--- config.mk ---
export PLATFORM = sky130hd
export DESIGN_NAME = dice_judge
export DESIGN_NICKNAME = d
export VERILOG_FILES = /design/src/rtl/dice_judge.sv
export SDC_FILE = /design/constraint.sdc
export NUM_CORES = 1
export LEC_CHECK = 0
export CORE_MARGIN = 3
export CORE_UTILIZATION = 44
export CTS_CLUSTER_SIZE = 28
export DETAILED_ROUTE_END_ITERATION = 7
export PLACE_DENSITY = 0.77
export SLEW_MARGIN = 20
export SYNTH_ARGS = -nofsm -noshare
export SYNTH_HDL_FRONTEND = slang
export SYNTH_SLANG_ARGS = --single-unit
--- constraint.sdc ---
create_clock -name clk -period 1.29 [get_ports clk]
set_input_delay 0.1935 -clock clk [delete_from_list [all_inputs] [get_ports clk]]
set_output_delay 0.1935 -clock clk [all_outputs]
set_load 0.01 [all_outputs]
--- src/rtl/dice_judge.sv ---
// rtl/dice_judge.sv - N-channel dice round evaluator driving digit/pattern to the 7-seg driver.
// Optional round timeout compiled in with DICE_JUDGE_TIMEOUT_EN.
module dice_judge #(
  parameter int N_DICE      = 2,
  parameter int VAL_W       = 3,
  parameter int CNT_W       = 8,
  parameter int TIMEOUT_CYC = 1000
) (
  input  logic                      clk,
  input  logic                      rst,
  input  logic [N_DICE*VAL_W-1:0]   dice_in,
  input  logic [N_DICE-1:0]         rolled_in,
  output logic [VAL_W:0]            digit,
  output logic [1:0]                pattern,
  output logic                      result_valid,
  output logic [CNT_W-1:0]          round_cnt,
  output logic                      timeout
);

  typedef enum logic [1:0] {
    IDLE    = 2'd0,
    COLLECT = 2'd1,
    EVAL    = 2'd2
  } state_t;

  state_t              state_q, state_d;
  logic [N_DICE-1:0]   flags_q, flags_d;
  logic [VAL_W:0]      digit_q, digit_d;
  logic [1:0]          pattern_q, pattern_d;
  logic                valid_q, valid_d;
  logic [CNT_W-1:0]    cnt_q, cnt_d;
  logic                timeout_q, timeout_d;

  logic all_equal, any_one, any_two, any_three;

  always_comb begin
    all_equal = 1'b1;
    any_one   = 1'b0;
    any_two   = 1'b0;
    any_three = 1'b0;
    for (int i = 0; i < N_DICE; i++) begin
      if (dice_in[i*VAL_W +: VAL_W] != dice_in[0 +: VAL_W]) all_equal = 1'b0;
      if (dice_in[i*VAL_W +: VAL_W] == VAL_W'(1)) any_one   = 1'b1;
      if (dice_in[i*VAL_W +: VAL_W] == VAL_W'(2)) any_two   = 1'b1;
      if (dice_in[i*VAL_W +: VAL_W] == VAL_W'(3)) any_three = 1'b1;
    end
  end

`ifdef DICE_JUDGE_TIMEOUT_EN
  localparam int TMR_W = (TIMEOUT_CYC > 2) ? $clog2(TIMEOUT_CYC) : 1;
  logic [TMR_W-1:0] timer_q, timer_d;
`endif

  always_comb begin
    // A strobe during EVAL starts the next round; all other flags clear.
    flags_d   = (state_q == EVAL) ? rolled_in : (flags_q | rolled_in);
    state_d   = state_q;
    digit_d   = digit_q;
    pattern_d = pattern_q;
    valid_d   = 1'b0;
    cnt_d     = cnt_q;
    timeout_d = timeout_q;

    if (&flags_d)      state_d = EVAL;
    else if (|flags_d) state_d = COLLECT;
    else               state_d = IDLE;

    if (state_q == EVAL) begin
      valid_d   = 1'b1;
      cnt_d     = cnt_q + CNT_W'(1);
      timeout_d = 1'b0;
      // Without all-equal, any 3 implies some channel is not 3.
      if (all_equal) begin
        digit_d   = {1'b0, dice_in[0 +: VAL_W]};
        pattern_d = 2'd0;
      end else if (any_one && any_two) begin
        pattern_d = 2'd1;
      end else if (any_three) begin
        pattern_d = 2'd2;
      end else begin
        pattern_d = 2'd3;
      end
    end

`ifdef DICE_JUDGE_TIMEOUT_EN
    timer_d = '0;
    if (state_d == COLLECT && state_q == COLLECT) timer_d = timer_q + TMR_W'(1);
    // Completion in the expiry cycle wins over the abort.
    if (state_q == COLLECT && timer_q == TMR_W'(TIMEOUT_CYC - 1) && !(&flags_d)) begin
      flags_d   = '0;
      state_d   = IDLE;
      timer_d   = '0;
      valid_d   = 1'b1;
      pattern_d = 2'd3;
      timeout_d = 1'b1;
    end
`endif
  end

  always_ff @(posedge clk) begin
    if (rst) begin
      state_q   <= IDLE;
      flags_q   <= '0;
      digit_q   <= '0;
      pattern_q <= 2'd3;
      valid_q   <= 1'b0;
      cnt_q     <= '0;
      timeout_q <= 1'b0;
    end else begin
      state_q   <= state_d;
      flags_q   <= flags_d;
      digit_q   <= digit_d;
      pattern_q <= pattern_d;
      valid_q   <= valid_d;
      cnt_q     <= cnt_d;
      timeout_q <= timeout_d;
    end
  end

`ifdef DICE_JUDGE_TIMEOUT_EN
  always_ff @(posedge clk) begin
    if (rst) timer_q <= '0;
    else     timer_q <= timer_d;
  end
  assign timeout = timeout_q;
`else
  assign timeout = 1'b0;
`endif

  assign digit        = digit_q;
  assign pattern      = pattern_q;
  assign result_valid = valid_q;
  assign round_cnt    = cnt_q;

endmodule

Word-level counts from Yosys, hierarchy flattened:

Index checks and enable logic that the tools add are counted.

* output and inout bits: 16
* register bits after elaboration: 18
* input port bits: 10
* word-level logic and storage cells: 36

* reductions and logical operators: 5
* equal/unequal tests: 8
* mux-type cells: 13
* add/sub/neg operators: 1
* bitwise operators: 2

Operator list (number)
* equality test 3 x 2 -> 1 bit (second input constant): 4
* two-way mux 1 bit: 9
* adder 8 x 1 -> 8 bit (second input constant): 1
* two-way mux 2 bit: 4
* equality test 3 x 1 -> 1 bit (second input constant): 2
* AND reduction 2 bit: 2
* OR reduction 2 bit: 2
* != test 3 bit: 1
* equality test 2 bit (second input constant): 1
* bitwise OR 2 bit: 1
* logical AND 1 bit: 1
* NOT 1 bit: 1

Longest topological paths before layout:

* word-level depth: 6
* gate-level depth with buffers: 5
* mapped depth without buffers: 4

Worst setup path before layout:

Ideal clock, no wire load.

* path type: reg-to-reg
* from: register state_q[0]
* to: register digit_q[0] (netlist: digit[0])
* buffers on the path: 0
* arrival time: 1049 ps
* clock period less this slack: 1177 ps
* library setup time: 128 ps
* required time: 1162 ps
* cell stages (with the launch flop): 5
* path slack: 113 ps
* cell sequence: dfxtp_1 nand2b_4 nor4_4 mux2i_1 nor2_1

* word-level cells in the longest chain between the ends: 2

RTL lines
* from (decl): RTL line 26 `state_t state_q, state_d;`
* from (signal assigned): RTL line 110 `state_q <= state_d;`
* equality test 2 bit: RTL line 68 `if (state_q == EVAL) begin`
* AND reduction 2 bit (no line)
* to (signal assigned): RTL line 112 `digit_q <= digit_d;`
* to (decl): RTL line 28 `logic [VAL_W:0] digit_q, digit_d;`

Every way passes these cells.
A chain may end at the register's enable or synchronous reset.

Final worst setup path:

* from: register state_q[0]
* to: register cnt_q[3] (netlist: round_cnt[3])

* word-level cells in the longest chain between the ends: 1

RTL lines
* equality test 2 bit: RTL line 68
* to (signal assigned): RTL line 115 `cnt_q <= cnt_d;`
* to (decl): RTL line 31 `logic [CNT_W-1:0] cnt_q, cnt_d;`

Every way passes these cells.

==> metrics.txt <==
Post-CTS Hold Fix Bufs=0; Synth Warn #=0; Die Y=48.7 um; GP Congestion=0.768; number of I/O port buffers=23; Final Hold Fails=0; Pre-antenna DRT Iters=6; final core area utilization=73.9%; Max IR drop VDD=0.000677 V; Sequential Power Share=52.8%; die area=2370 um2; clock skew=0.00232 ns; GRT overflow=0; met3 routed WL=139 um; number of global-route vias before repair=708; uppermost routed layer=met4; Yosys top cell by area=dfxtp_1; CTS sink count=18; clock share of power=30.5%; FP Rows=14; met1 wire length=800 um; endpoint class of the critical path=register; cts bufs inserted=3; number of synthesized flops with an enable pin=0; Post-Route WL=1920 um; Syn-to-layout area delta=48.3%; Mean Syn Cell Area=9.13 um2; largest cells by area after synthesis=dfxtp_1 (45%), nor2_1 (7.0%), xor2_1 (6.5%), a21oi_1 (3.7%), mux2i_1 (3.7%); CTS max path bufs=2; first-pass GRT wire length=3240 um; slowest stage cell, crit path=or3_1; Avg WL per Cell=13.0 um; met2 routed WL=969 um; required arrival time at the worst endpoint=1.51 ns; Synth Flop Type=dfxtp_1; NumNets Final=135; CP arrival=1.46 ns; DR vias/cell=5.04; Ports=26; Yosys cell types=28; Core ar.=1610 um2; initial core utilization=49.8%; NetSw=276 uW; maximum clock frequency=811 MHz; crit path kind=register to register; Antenna diodes=0; Final period util=95.6%; H-Tree Depth=1; Pwr Density=940 nW/um2; Final setup viols=0; drt drc=0; Int Pwr=843 uW; Die Span X=48.7 um; Period minus WS final=1.23 ns; synthesized flop and latch total=18; Cells after DPL=142; initial antenna violation count=0; Antenna Nets Post-Route=0; CTS tree=done; share of cells above drive strength 1=23.6%; status=finished clean; slowest stage delay, CP=0.37 ns; largest net degree at the start of global routing=11; Iteration-0 DRC Markers=21; share of the synthesized area in the top cell type=44.9%; switching part of the total=24.7%; Post-synth ARST share=0%; gr usage total=17.2%; Max FO, Critical Path=8; Layout Cells excl Fill=147; synthesized cell area=803 um2; Clk pin slew, worst setup/hold paths=0.10 ns; Post-Syn Instances=88; routed via count=741; Gate power share=16.6%; crit start category=register; post-DP HPWL=1460 um; leak pwr=0.000529 uW; clk_lat worst skew=0.29 ns; sequential area share after synthesis=44.9%; MaxCap Viol Count=0; fillers=137; worst-path cell chain=nand2b_4, buf_4, or3_1, a21oi_2; CTS Root Cell=clkbuf_4; Hold Path Class=input port to register; Max Slew Vio Count=0
## cell usage after synthesis, types with 2 or more instances
| cell | n |
|---|---|
| mux2i_1 | 3 |
| o21ai_0 | 4 |
| xnor2_1 | 3 |
| a21oi_1 | 6 |
| a221o_1 | 2 |
| xor2_1 | 6 |
| dfxtp_1 | 18 |
| nand4_1 | 3 |
| nor2_1 | 15 |
| nand2_1 | 6 |
| nor3_1 | 4 |
| buf_4 | 2 |
## power groups by stage
stage | combinational (uW) | clock [uW] | sequential [uW]
finish | 186 | 342 | 591
global placement | 180 | 0 | 604
detailed placement | 184 | 0 | 604
global route | 202 | 383 | 595
floorplan | 85.7 | 0 | 608
CTS | 180 | 352 | 592
## sequential cells by signal, summed over array words and instances (netlist names)
signal,flops
flags_q,2
state_q,2
pattern,2
round_cnt,8
digit,3
result_valid,1
## area by class of cell
type | count | area (um2) | share of cell area (%)
Tap cell | 24 | 30.0 | 2.52
Inverter | 1 | 3.75 | 0.315
Multi-Input combinational cell | 65 | 453 | 38.0
Sequential cell | 18 | 365 | 30.7
Clock buffer | 4 | 36.3 | 3.05
Timing Repair Buffer | 35 | 303 | 25.4
## cell usage in the layout, fill, tap and decap left out, types with 2 or more instances in the layout
cell,count
conb_1,2
o21ai_0,4
dfxtp_1,14
buf_4,12
nand2_1,6
dlymetal6s2s_1,2
nand4_1,3
a21oi_1,5
a221o_1,2
xnor2_1,3
nor2_1,15
dfxtp_2,4
xor2_2,3
xor2_1,3
mux2i_1,3
dlygate4sd2_1,18
nor3_1,3
clkdlybuf4s50_1,3
clkbuf_4,3
## cells by family (layout without fill, tap and decap cells)
family | after synthesis | after routing | share of synthesized area [%]
AOI/OAI and AO/OA | 14 | 14 | 10.9
xor gates and xnor gates | 9 | 9 | 9.81
buffers and inverters | 6 | 40 | 3.89
DFF | 18 | 18 | 44.9
adders and majority gates | 1 | 1 | 1.56
and+or+nand+nor | 36 | 36 | 24.8
muxes | 3 | 3 | 3.74
other | 1 | 2 | 0.467
## per-stage QoR
| stage | worst slack, ns | area [um2] | TNS [ns] | power [uW] | hold WS [ns] |
|---|---|---|---|---|---|
| floorplan | 0.113 | 807 | 0 | 694 | 0.281 |
| global placement | -0.327 | 1120 | -1.46 | 784 | 0.475 |
| detailed placement | -0.380 | 1120 | -1.66 | 788 | 0.479 |
| CTS | 0.0145 | 1160 | 0 | 1120 | 0.464 |
| global route | -0.00200 | 1190 | -0.00200 | 1180 | 0.436 |
| finish | 0.0566 | 1190 | 0 | 1120 | 0.421 |
## critical path, delay by kind of cell (launching register included)
family,cells,cell delay [ns]
AND/OR/NAND/NOR,2,0.53
AO/OA/AOI/OAI,1,0.15
flip-flops,1,0.32
buffers and inverters,1,0.17
## final timing paths
check	slack (ns)	cells after the start	start	end
hold / removal	0.42	4	dice_in[0]	digit[0]
setup / recovery	0.06	4	state_q[0]	round_cnt[3]
setup reg to reg	0.06	4	state_q[0]	round_cnt[3]
hold reg to reg	0.49	2	digit[1]	digit[1]
## metal layers
layer	vias up	track usage (%)
met1	336	20.0
met3	2	3.37
met4	0	5.69
li1	371	-
met5	-	0
met2	32	31.0
## repair_timing
item	4_1_cts	5_1_grt
gates resized for setup	24	6
pin swaps	1	1
setup endpoints to repair	18	4
gates cloned	0	0
setup buffers	1	0
(Power assumes the default switching activity.)
